$ cat src/rtl/load_store_mem_access_stage_if.sv
// Bundle between the load/store memory access stage and its neighbours:
// upstream handshake, data memory port, register-file read/write ports.
interface load_store_mem_access_stage_if #(
    parameter int TAG_W  = 6,
    parameter int ADDR_W = 32
);
    logic              valid_in;
    logic              ready_out;
    logic [TAG_W-1:0]  instr_tag_in;
    logic              instr_exec_in;
    logic              ld_str_in;
    logic [1:0]        size_in;
    logic [ADDR_W-1:0] addr_in;
    logic [ADDR_W-1:0] str_data_in;
    logic [3:0]        rd_addr_in;
    logic              multiple_en_in;
    logic [15:0]       reg_list_in;
    logic [3:0]        rn_addr_in;
    logic [ADDR_W-1:0] rn_data_in;
    logic              base_wb_en_in;

    logic [3:0]        rf_rd_addr_out;
    logic [ADDR_W-1:0] rf_rd_data_in;

    logic              mem_req_out;
    logic              mem_we_out;
    logic [ADDR_W-1:0] mem_addr_out;
    logic [3:0]        mem_be_out;
    logic [ADDR_W-1:0] mem_wdata_out;
    logic              mem_ack_in;
    logic [ADDR_W-1:0] mem_rdata_in;

    logic              wb_en_out;
    logic [3:0]        wb_addr_out;
    logic [ADDR_W-1:0] wb_data_out;
    logic              done_out;
    logic [TAG_W-1:0]  done_tag_out;

    modport slave (
        input  valid_in, instr_tag_in, instr_exec_in, ld_str_in,
        input  size_in, addr_in, str_data_in, rd_addr_in,
        input  multiple_en_in, reg_list_in, rn_addr_in, rn_data_in,
        input  base_wb_en_in, rf_rd_data_in, mem_ack_in, mem_rdata_in,
        output ready_out, rf_rd_addr_out,
        output mem_req_out, mem_we_out, mem_addr_out, mem_be_out,
        output mem_wdata_out,
        output wb_en_out, wb_addr_out, wb_data_out,
        output done_out, done_tag_out
    );

    modport master (
        output valid_in, instr_tag_in, instr_exec_in, ld_str_in,
        output size_in, addr_in, str_data_in, rd_addr_in,
        output multiple_en_in, reg_list_in, rn_addr_in, rn_data_in,
        output base_wb_en_in, rf_rd_data_in, mem_ack_in, mem_rdata_in,
        input  ready_out, rf_rd_addr_out,
        input  mem_req_out, mem_we_out, mem_addr_out, mem_be_out,
        input  mem_wdata_out,
        input  wb_en_out, wb_addr_out, wb_data_out,
        input  done_out, done_tag_out
    );
endinterface

$ cat src/rtl/load_store_mem_access_stage.sv
// Memory access stage: single LDR/STR and LDM/STM sequencing, load
// formatting, register writeback and tagged completion.
module load_store_mem_access_stage #(
    parameter int TAG_W  = 6,
    parameter int ADDR_W = 32
) (
    input  logic clk_in,
    input  logic reset_in,
    load_store_mem_access_stage_if.slave bus
);

    typedef enum logic [1:0] {
        IDLE    = 2'd0,
        ACCESS  = 2'd1,
        WB_BASE = 2'd2,
        FINISH  = 2'd3
    } state_e;

    state_e state_q, state_d;

    logic [TAG_W-1:0]  tag_q;
    logic              ld_q;
    logic [1:0]        size_q;
    logic [ADDR_W-1:0] addr_q;
    logic [ADDR_W-1:0] sdata_q;
    logic [3:0]        rd_q;
    logic              mult_q;
    logic [15:0]       list_q;
    logic [3:0]        rn_q;
    logic [ADDR_W-1:0] rn_data_q;
    logic              bwb_q;

    logic              wb_en_q;
    logic [3:0]        wb_addr_q;
    logic [ADDR_W-1:0] wb_data_q;

    logic              accept;
    logic              acked;
    logic              more;
    logic [15:0]       list_rest;
    logic [3:0]        cur_idx;
    logic [1:0]        lane;
    logic              is_byte;
    logic              is_half;
    logic [3:0]        be_sel;
    logic [ADDR_W-1:0] st_data;
    logic [7:0]        ld_byte;
    logic [15:0]       ld_half;
    logic [ADDR_W-1:0] ld_data;
    logic              skip_base;

    assign accept    = bus.valid_in & (state_q == IDLE);
    assign acked     = (state_q == ACCESS) & bus.mem_ack_in;
    assign list_rest = list_q & (list_q - 16'd1);
    assign more      = mult_q & (|list_rest);
    assign lane      = addr_q[1:0];
    assign is_byte   = ~mult_q & (size_q == 2'b01);
    assign is_half   = ~mult_q & (size_q == 2'b10);

    // An LDM that reloads its own base keeps the loaded value.
    assign skip_base = bus.ld_str_in & bus.multiple_en_in
                     & bus.reg_list_in[bus.rn_addr_in];

    always_comb begin
        cur_idx = 4'd0;
        for (int i = 15; i >= 0; i--) begin
            if (list_q[i]) cur_idx = 4'(i);
        end
    end

    always_comb begin
        be_sel = 4'b1111;
        unique case (1'b1)
            is_byte: be_sel = 4'b0001 << lane;
            is_half: be_sel = lane[1] ? 4'b1100 : 4'b0011;
            default: be_sel = 4'b1111;
        endcase
    end

    always_comb begin
        st_data = sdata_q;
        unique case (1'b1)
            mult_q:  st_data = bus.rf_rd_data_in;
            is_byte: st_data = {4{sdata_q[7:0]}};
            is_half: st_data = {2{sdata_q[15:0]}};
            default: st_data = sdata_q;
        endcase
    end

    always_comb begin
        ld_byte = 8'h00;
        unique case (lane)
            2'd0: ld_byte = bus.mem_rdata_in[7:0];
            2'd1: ld_byte = bus.mem_rdata_in[15:8];
            2'd2: ld_byte = bus.mem_rdata_in[23:16];
            2'd3: ld_byte = bus.mem_rdata_in[31:24];
            default: ld_byte = 8'h00;
        endcase
    end

    assign ld_half = lane[1] ? bus.mem_rdata_in[31:16]
                             : bus.mem_rdata_in[15:0];

    always_comb begin
        ld_data = bus.mem_rdata_in;
        unique case (1'b1)
            is_byte: ld_data = {{(ADDR_W-8){1'b0}}, ld_byte};
            is_half: ld_data = {{(ADDR_W-16){1'b0}}, ld_half};
            default: ld_data = bus.mem_rdata_in;
        endcase
    end

    always_ff @(posedge clk_in or posedge reset_in) begin
        if (reset_in) begin
            state_q <= IDLE;
        end else begin
            state_q <= state_d;
        end
    end

    always_comb begin
        state_d = state_q;
        unique case (state_q)
            IDLE: begin
                if (bus.valid_in) begin
                    if (!bus.instr_exec_in) begin
                        state_d = FINISH;
                    end else if (bus.multiple_en_in
                                 && bus.reg_list_in == 16'd0) begin
                        state_d = bus.base_wb_en_in ? WB_BASE : FINISH;
                    end else begin
                        state_d = ACCESS;
                    end
                end
            end
            ACCESS: begin
                if (bus.mem_ack_in && !more) begin
                    state_d = bwb_q ? WB_BASE : FINISH;
                end
            end
            // Hold while the final load still owns the write port.
            WB_BASE: state_d = wb_en_q ? WB_BASE : FINISH;
            FINISH:  state_d = IDLE;
            default: state_d = IDLE;
        endcase
    end

    always_ff @(posedge clk_in or posedge reset_in) begin
        if (reset_in) begin
            tag_q     <= '0;
            ld_q      <= 1'b0;
            size_q    <= 2'b00;
            addr_q    <= '0;
            sdata_q   <= '0;
            rd_q      <= 4'd0;
            mult_q    <= 1'b0;
            list_q    <= 16'd0;
            rn_q      <= 4'd0;
            rn_data_q <= '0;
            bwb_q     <= 1'b0;
            wb_en_q   <= 1'b0;
            wb_addr_q <= 4'd0;
            wb_data_q <= '0;
        end else begin
            wb_en_q <= acked & ld_q;
            if (acked && ld_q) begin
                wb_addr_q <= mult_q ? cur_idx : rd_q;
                wb_data_q <= ld_data;
            end
            if (accept) begin
                tag_q     <= bus.instr_tag_in;
                ld_q      <= bus.ld_str_in;
                size_q    <= bus.size_in;
                addr_q    <= bus.addr_in;
                sdata_q   <= bus.str_data_in;
                rd_q      <= bus.rd_addr_in;
                mult_q    <= bus.multiple_en_in;
                list_q    <= bus.reg_list_in;
                rn_q      <= bus.rn_addr_in;
                rn_data_q <= bus.rn_data_in;
                bwb_q     <= bus.base_wb_en_in & ~skip_base;
            end else if (acked) begin
                list_q <= list_rest;
                addr_q <= addr_q + ADDR_W'(4);
            end
        end
    end

    assign bus.rf_rd_addr_out =
        (state_q == ACCESS && mult_q && !ld_q) ? cur_idx : 4'd0;

    always_comb begin
        bus.ready_out     = 1'b0;
        bus.mem_req_out   = 1'b0;
        bus.mem_we_out    = 1'b0;
        bus.mem_addr_out  = '0;
        bus.mem_be_out    = 4'b0000;
        bus.mem_wdata_out = '0;
        bus.wb_en_out     = 1'b0;
        bus.wb_addr_out   = 4'd0;
        bus.wb_data_out   = '0;
        bus.done_out      = 1'b0;
        bus.done_tag_out  = '0;
        unique case (state_q)
            IDLE: bus.ready_out = 1'b1;
            ACCESS: begin
                bus.mem_req_out  = 1'b1;
                bus.mem_we_out   = ~ld_q;
                bus.mem_addr_out = {addr_q[ADDR_W-1:2], 2'b00};
                bus.mem_be_out   = be_sel;
                if (!ld_q) bus.mem_wdata_out = st_data;
            end
            FINISH: begin
                bus.done_out     = 1'b1;
                bus.done_tag_out = tag_q;
            end
            default: ;
        endcase
        if (wb_en_q) begin
            bus.wb_en_out   = 1'b1;
            bus.wb_addr_out = wb_addr_q;
            bus.wb_data_out = wb_data_q;
        end else if (state_q == WB_BASE) begin
            bus.wb_en_out   = 1'b1;
            bus.wb_addr_out = rn_q;
            bus.wb_data_out = rn_data_q;
        end
    end

endmodule

$ cat src/flat_wrapper.sv
// flat-port wrapper written by rule: the top's interface ports become plain ports
module load_store_mem_access_stage_flat 
#(
    parameter int TAG_W  = 6,
    parameter int ADDR_W = 32
)
  (clk_in, reset_in, bus_valid_in, bus_instr_tag_in, bus_instr_exec_in, bus_ld_str_in, bus_size_in, bus_addr_in, bus_str_data_in, bus_rd_addr_in, bus_multiple_en_in, bus_reg_list_in, bus_rn_addr_in, bus_rn_data_in, bus_base_wb_en_in, bus_rf_rd_data_in, bus_mem_ack_in, bus_mem_rdata_in, bus_ready_out, bus_rf_rd_addr_out, bus_mem_req_out, bus_mem_we_out, bus_mem_addr_out, bus_mem_be_out, bus_mem_wdata_out, bus_wb_en_out, bus_wb_addr_out, bus_wb_data_out, bus_done_out, bus_done_tag_out);
  load_store_mem_access_stage_if #(.TAG_W(TAG_W), .ADDR_W(ADDR_W)) bus_i ();
  input  logic clk_in;
  input  logic reset_in;
  input wire logic [$bits(bus_i.valid_in)-1:0] bus_valid_in;
  input wire logic [$bits(bus_i.instr_tag_in)-1:0] bus_instr_tag_in;
  input wire logic [$bits(bus_i.instr_exec_in)-1:0] bus_instr_exec_in;
  input wire logic [$bits(bus_i.ld_str_in)-1:0] bus_ld_str_in;
  input wire logic [$bits(bus_i.size_in)-1:0] bus_size_in;
  input wire logic [$bits(bus_i.addr_in)-1:0] bus_addr_in;
  input wire logic [$bits(bus_i.str_data_in)-1:0] bus_str_data_in;
  input wire logic [$bits(bus_i.rd_addr_in)-1:0] bus_rd_addr_in;
  input wire logic [$bits(bus_i.multiple_en_in)-1:0] bus_multiple_en_in;
  input wire logic [$bits(bus_i.reg_list_in)-1:0] bus_reg_list_in;
  input wire logic [$bits(bus_i.rn_addr_in)-1:0] bus_rn_addr_in;
  input wire logic [$bits(bus_i.rn_data_in)-1:0] bus_rn_data_in;
  input wire logic [$bits(bus_i.base_wb_en_in)-1:0] bus_base_wb_en_in;
  input wire logic [$bits(bus_i.rf_rd_data_in)-1:0] bus_rf_rd_data_in;
  input wire logic [$bits(bus_i.mem_ack_in)-1:0] bus_mem_ack_in;
  input wire logic [$bits(bus_i.mem_rdata_in)-1:0] bus_mem_rdata_in;
  output wire logic [$bits(bus_i.ready_out)-1:0] bus_ready_out;
  output wire logic [$bits(bus_i.rf_rd_addr_out)-1:0] bus_rf_rd_addr_out;
  output wire logic [$bits(bus_i.mem_req_out)-1:0] bus_mem_req_out;
  output wire logic [$bits(bus_i.mem_we_out)-1:0] bus_mem_we_out;
  output wire logic [$bits(bus_i.mem_addr_out)-1:0] bus_mem_addr_out;
  output wire logic [$bits(bus_i.mem_be_out)-1:0] bus_mem_be_out;
  output wire logic [$bits(bus_i.mem_wdata_out)-1:0] bus_mem_wdata_out;
  output wire logic [$bits(bus_i.wb_en_out)-1:0] bus_wb_en_out;
  output wire logic [$bits(bus_i.wb_addr_out)-1:0] bus_wb_addr_out;
  output wire logic [$bits(bus_i.wb_data_out)-1:0] bus_wb_data_out;
  output wire logic [$bits(bus_i.done_out)-1:0] bus_done_out;
  output wire logic [$bits(bus_i.done_tag_out)-1:0] bus_done_tag_out;
  assign bus_i.valid_in = bus_valid_in;
  assign bus_i.instr_tag_in = bus_instr_tag_in;
  assign bus_i.instr_exec_in = bus_instr_exec_in;
  assign bus_i.ld_str_in = bus_ld_str_in;
  assign bus_i.size_in = bus_size_in;
  assign bus_i.addr_in = bus_addr_in;
  assign bus_i.str_data_in = bus_str_data_in;
  assign bus_i.rd_addr_in = bus_rd_addr_in;
  assign bus_i.multiple_en_in = bus_multiple_en_in;
  assign bus_i.reg_list_in = bus_reg_list_in;
  assign bus_i.rn_addr_in = bus_rn_addr_in;
  assign bus_i.rn_data_in = bus_rn_data_in;
  assign bus_i.base_wb_en_in = bus_base_wb_en_in;
  assign bus_i.rf_rd_data_in = bus_rf_rd_data_in;
  assign bus_i.mem_ack_in = bus_mem_ack_in;
  assign bus_i.mem_rdata_in = bus_mem_rdata_in;
  assign bus_ready_out = bus_i.ready_out;
  assign bus_rf_rd_addr_out = bus_i.rf_rd_addr_out;
  assign bus_mem_req_out = bus_i.mem_req_out;
  assign bus_mem_we_out = bus_i.mem_we_out;
  assign bus_mem_addr_out = bus_i.mem_addr_out;
  assign bus_mem_be_out = bus_i.mem_be_out;
  assign bus_mem_wdata_out = bus_i.mem_wdata_out;
  assign bus_wb_en_out = bus_i.wb_en_out;
  assign bus_wb_addr_out = bus_i.wb_addr_out;
  assign bus_wb_data_out = bus_i.wb_data_out;
  assign bus_done_out = bus_i.done_out;
  assign bus_done_tag_out = bus_i.done_tag_out;
  load_store_mem_access_stage #(.TAG_W(TAG_W), .ADDR_W(ADDR_W)) u_core (.clk_in(clk_in), .reset_in(reset_in), .bus(bus_i));
endmodule
$ cat config.mk
export PLATFORM = sky130hd
export DESIGN_NAME = load_store_mem_access_stage_flat
export DESIGN_NICKNAME = d
export VERILOG_FILES = /design/src/rtl/load_store_mem_access_stage_if.sv /design/src/rtl/load_store_mem_access_stage.sv /design/src/flat_wrapper.sv
export SDC_FILE = /design/constraint.sdc
export NUM_CORES = 1
export LEC_CHECK = 0
export CAP_MARGIN = 20
export CORE_ASPECT_RATIO = 1.25
export CORE_UTILIZATION = 50
export DETAILED_ROUTE_END_ITERATION = 8
export GPL_TIMING_DRIVEN = 1
export PLACE_DENSITY = 0.91
export SLEW_MARGIN = 20
export SYNTH_ARGS = -nofsm -noshare
export SYNTH_HDL_FRONTEND = slang
export SYNTH_SLANG_ARGS = --single-unit
$ cat constraint.sdc
create_clock -name clk_in -period 12.9 [get_ports clk_in]
set_input_delay 2.58 -clock clk_in [delete_from_list [all_inputs] [get_ports clk_in]]
set_output_delay 2.58 -clock clk_in [all_outputs]
set_load 0.01 [all_outputs]
==> metrics.md <==
| Metric | Value |
|---|---|
| Outcome | completed |
| CP startpoint kind | input pin |
| Register area share after synthesis | 45.7% |
| WL final | 30400 µm |
| Hold depth | 2 |
| Crit path to | bus_mem_wdata_out[10] |
| Worst path bufs/invs | 3 |
| Post-CTS Hold Fix Bufs | 0 |
| Critical R2R Launch | u_core.state_q[1] |
| CTS Root Cell | clkbuf_16 |
| CTS buffer count | 17 |
| Longest Clk Path Bufs | 2 |
| Asr flop ratio synth | 100% |
| Post-DP HPWL | 21600 µm |
| Final period util | a little over half |
| Area contributors post-synth | dfrtp_1 46%, nand2_1 16%, a221oi_1 3.7%, a22o_1 3.4%, o21ai_0 3.2% |
| Syn Inst Count | 1119 |
| Ys Warns | 0 |
| 1st-pass router iterations | 7 |
| Antenna Nets Post-Route | 0 |
| Vias post-DR | 9440 |
| Reg clk slew, reported paths | 0.07 ns |
| Die height | 155 µm |
| Number of flops mapped to enable cells by yosys | 0 |
| Setup Crit Path Kind | input pin to output port |
| Clock latency on the worst-skew pair | 0.43 ns |
| H-Tree Depth | 4 |
| Largest net degree at the start of global routing | between 90 and 100 |
| Port-buffer cells | 316 |
| Drt via density | around 5.8 |
| Crit-path leading delay family | buffers and inverters |
| # DRC | 0 |
| Synth Flop Type | dfrtp_1 |
| Initial antenna violation count | 4 |
| Worst-path cell chain | clkdlybuf4s50_1, inv_1, a221oi_1, clkdlybuf4s50_1 |
| Max incr delay on CP | 0.63 ns |
| Cell depth of the worst setup path | 4 |
| #FFs+latches synth | 170 |
| Final instance area | approximately 13000 µm² |
| Distinct cell type count after synthesis | 52 |
| Pleak | between 5 and 6 nW |
| Nets | 1596 |
| Placed cell areas | ~13000 µm² |
| Clk sinks | 170 |
| First-pass GRT wire length | 47700 µm |
| RSZ-0062 raised after global routing | no |
| Most frequent CP cell | clkdlybuf4s50_1 |
| WL/cell | 18.6 µm |
| Post-CTS Repair Setup Buffers | 0 |
| Share of cells above drive strength 1 | 4.99% |
| Core ar. | 18200 µm² |
| Final hold vios | 0 |
| Fin crit period | between 6 and 7 ns |
| HP Class | register to register |
| Most common cell in the synthesized netlist | nand2_1 |
| Area delta synth->final | 41.9% |
| Initial drt markers | 870 |
| GPL Wtd Cong | 0.893 |
| Syn_area_per_cell | 8.32 µm² |
| Fill count | 1373 |
| Mapped cell area | around 9300 µm² |
| Vias in the first global route | 9416 |
| Hold_ws | 0.474 ns |
| Setup_tns | 0 ns |
| Slew at the pin closest to its max-slew limit | 1.07 ns |
| Pwr Total | 2.86 mW |
| Maxcap violations | 0 |
| Critical path endpoint category | output port |
| Skew final | 0.0116 ns |
| I/O pin count | between 300 and 400 |
| Reg2reg setup slack | 9.77 ns |
| Slew Limit Fails | 0 |
| Power Density | 216 nW/µm² |
| Die ar. | between 15000 and 20000 µm² |
| Fmax | 148 MHz |
| CP max-delay cell | clkdlybuf4s50_1 |
| Setup violators final | 0 |
| Top-area cell type share of the netlist area | 45.7% |
| Largest area contributor in the netlist | dfrtp_1 |
| CP startpoint | bus_rf_rd_data_in[10] |
| Finished Core Util | 72.7% |
| Grt total ovfl | 0 |
| Top fanout value on the critical path | 1 |
| Die X | 124 µm |
| Row cnt | 55 |
| Crit path DAT | 4.18 ns |
| VDD IR-drop max | 107 µV |
| Worst path required time | roughly 10 ns |
| Worst R2R Path Depth | 9 |
| CTS resizes | 0 |
| Relative slew margins | 28.9% |
| Overall routing resource usage | between 30% and 40% |
| TritonCTS clock tree | done |
| R2r endpoint | u_core.wb_data_q[23] |
| Commonest cells in the netlist | 399 x nand2_1, 170 x dfrtp_1, 67 x clkbuf_1 |
| Initial Util | 51.2% |
==> registers in the layout, summed over array words and instances (netlist names), 2 cells and up <==
name              count
u_core.wb_addr_q      4
u_core.size_q         2
u_core.addr_q        32
u_core.rn_data_q     32
u_core.state_q        2
u_core.tag_q          6
u_core.list_q        16
u_core.wb_data_q     32
u_core.rd_q           4
u_core.sdata_q       32
u_core.rn_q           4
==> cell families after synthesis <==
| group | after synthesis | synth area share, % |
|---|---|---|
| buffers and inverters | 105 | 4.42 |
| flip-flops | 170 | 45.7 |
| multiplexers | 24 | 4.21 |
| other | 1 | 0.0403 |
| AO/OA/AOI/OAI | 193 | 14.6 |
| adder cells (fa/ha/maj) | 7 | 0.901 |
| AND/OR/NAND/NOR | 590 | 27.4 |
| XOR/XNOR | 29 | 2.73 |
==> worst reg2reg max path, cell delays in order, from the launching register on <==
cell,delay (ns)
dfrtp_1,0.40
inv_1,0.11
ha_1,0.18
buf_4,0.35
and2_1,0.45
nand2_1,0.09
buf_4,0.28
inv_1,0.76
nand3_1,0.31
nand2_1,0.13
==> metal layers <==
metal,global-route usage (%),up-vias,share of wire [%]
li1,-,4329,-
met1,38.7,4491,38
met2,53.0,508,49
met3,7.71,112,8.4
met4,17.7,0,5.1
met5,0,-,0
==> how the worst min path moves through the flow <==
stage,from,endpoint,slack [ns]
final,u_core.wb_data_q[29],u_core.wb_data_q[29],0.47
after detailed placement,u_core.wb_data_q[22],u_core.wb_data_q[22],0.46
after global placement,u_core.wb_data_q[22],u_core.wb_data_q[22],0.45
after CTS,u_core.wb_data_q[29],u_core.wb_data_q[29],0.48
after global routing,u_core.wb_data_q[23],u_core.wb_data_q[23],0.49
after floorplan,u_core.tag_q[0],u_core.tag_q[0],0.44
==> through the flow <==
step / worst slack (ns) / instances
after floorplan: 5.72 / 1120
after global placement: 6.22 / 1600
after detailed placement: 6.18 / 1600
after CTS: 6.19 / 1632
after global routing: 6.10 / 1633
final: 6.14 / 1635
==> where the power goes <==
group	switching [mW]	total, mW	internal, mW	leakage (nW)
combinational	0.700	1.29	0.590	3.42
sequential	0.243	1.02	0.780	2.13
clock	0.228	0.543	0.315	0.307
==> area by class of cell <==
| type | instances | area (µm²) | share of cell area [%] |
|---|---|---|---|
| timing repair buffer | 328 | 3250 | 24.6 |
| clock inverter | 14 | 193 | 1.46 |
| inverter | 29 | 114 | 0.862 |
| clock buffer | 18 | 439 | 3.32 |
| multi-input combinational | 845 | 4660 | 35.3 |
| tap | 228 | 285 | 2.16 |
| sequential | 170 | 4260 | 32.2 |
| antenna | 3 | 7.51 | 0.0568 |
==> layout by cell type, fill, tap and decap left out, drive strengths merged, types with 15 or more instances in the layout <==
cell type and instances:
nand2 399, clkdlybuf4s50 316, dfrtp 170, o21ai 61, nor2 53, and2 43, a221oi 39, a22o 36
nand3 33, inv 32, a21oi 18, clkbuf 18, xor2 17, and3 15
(Power assumes the default switching activity.)
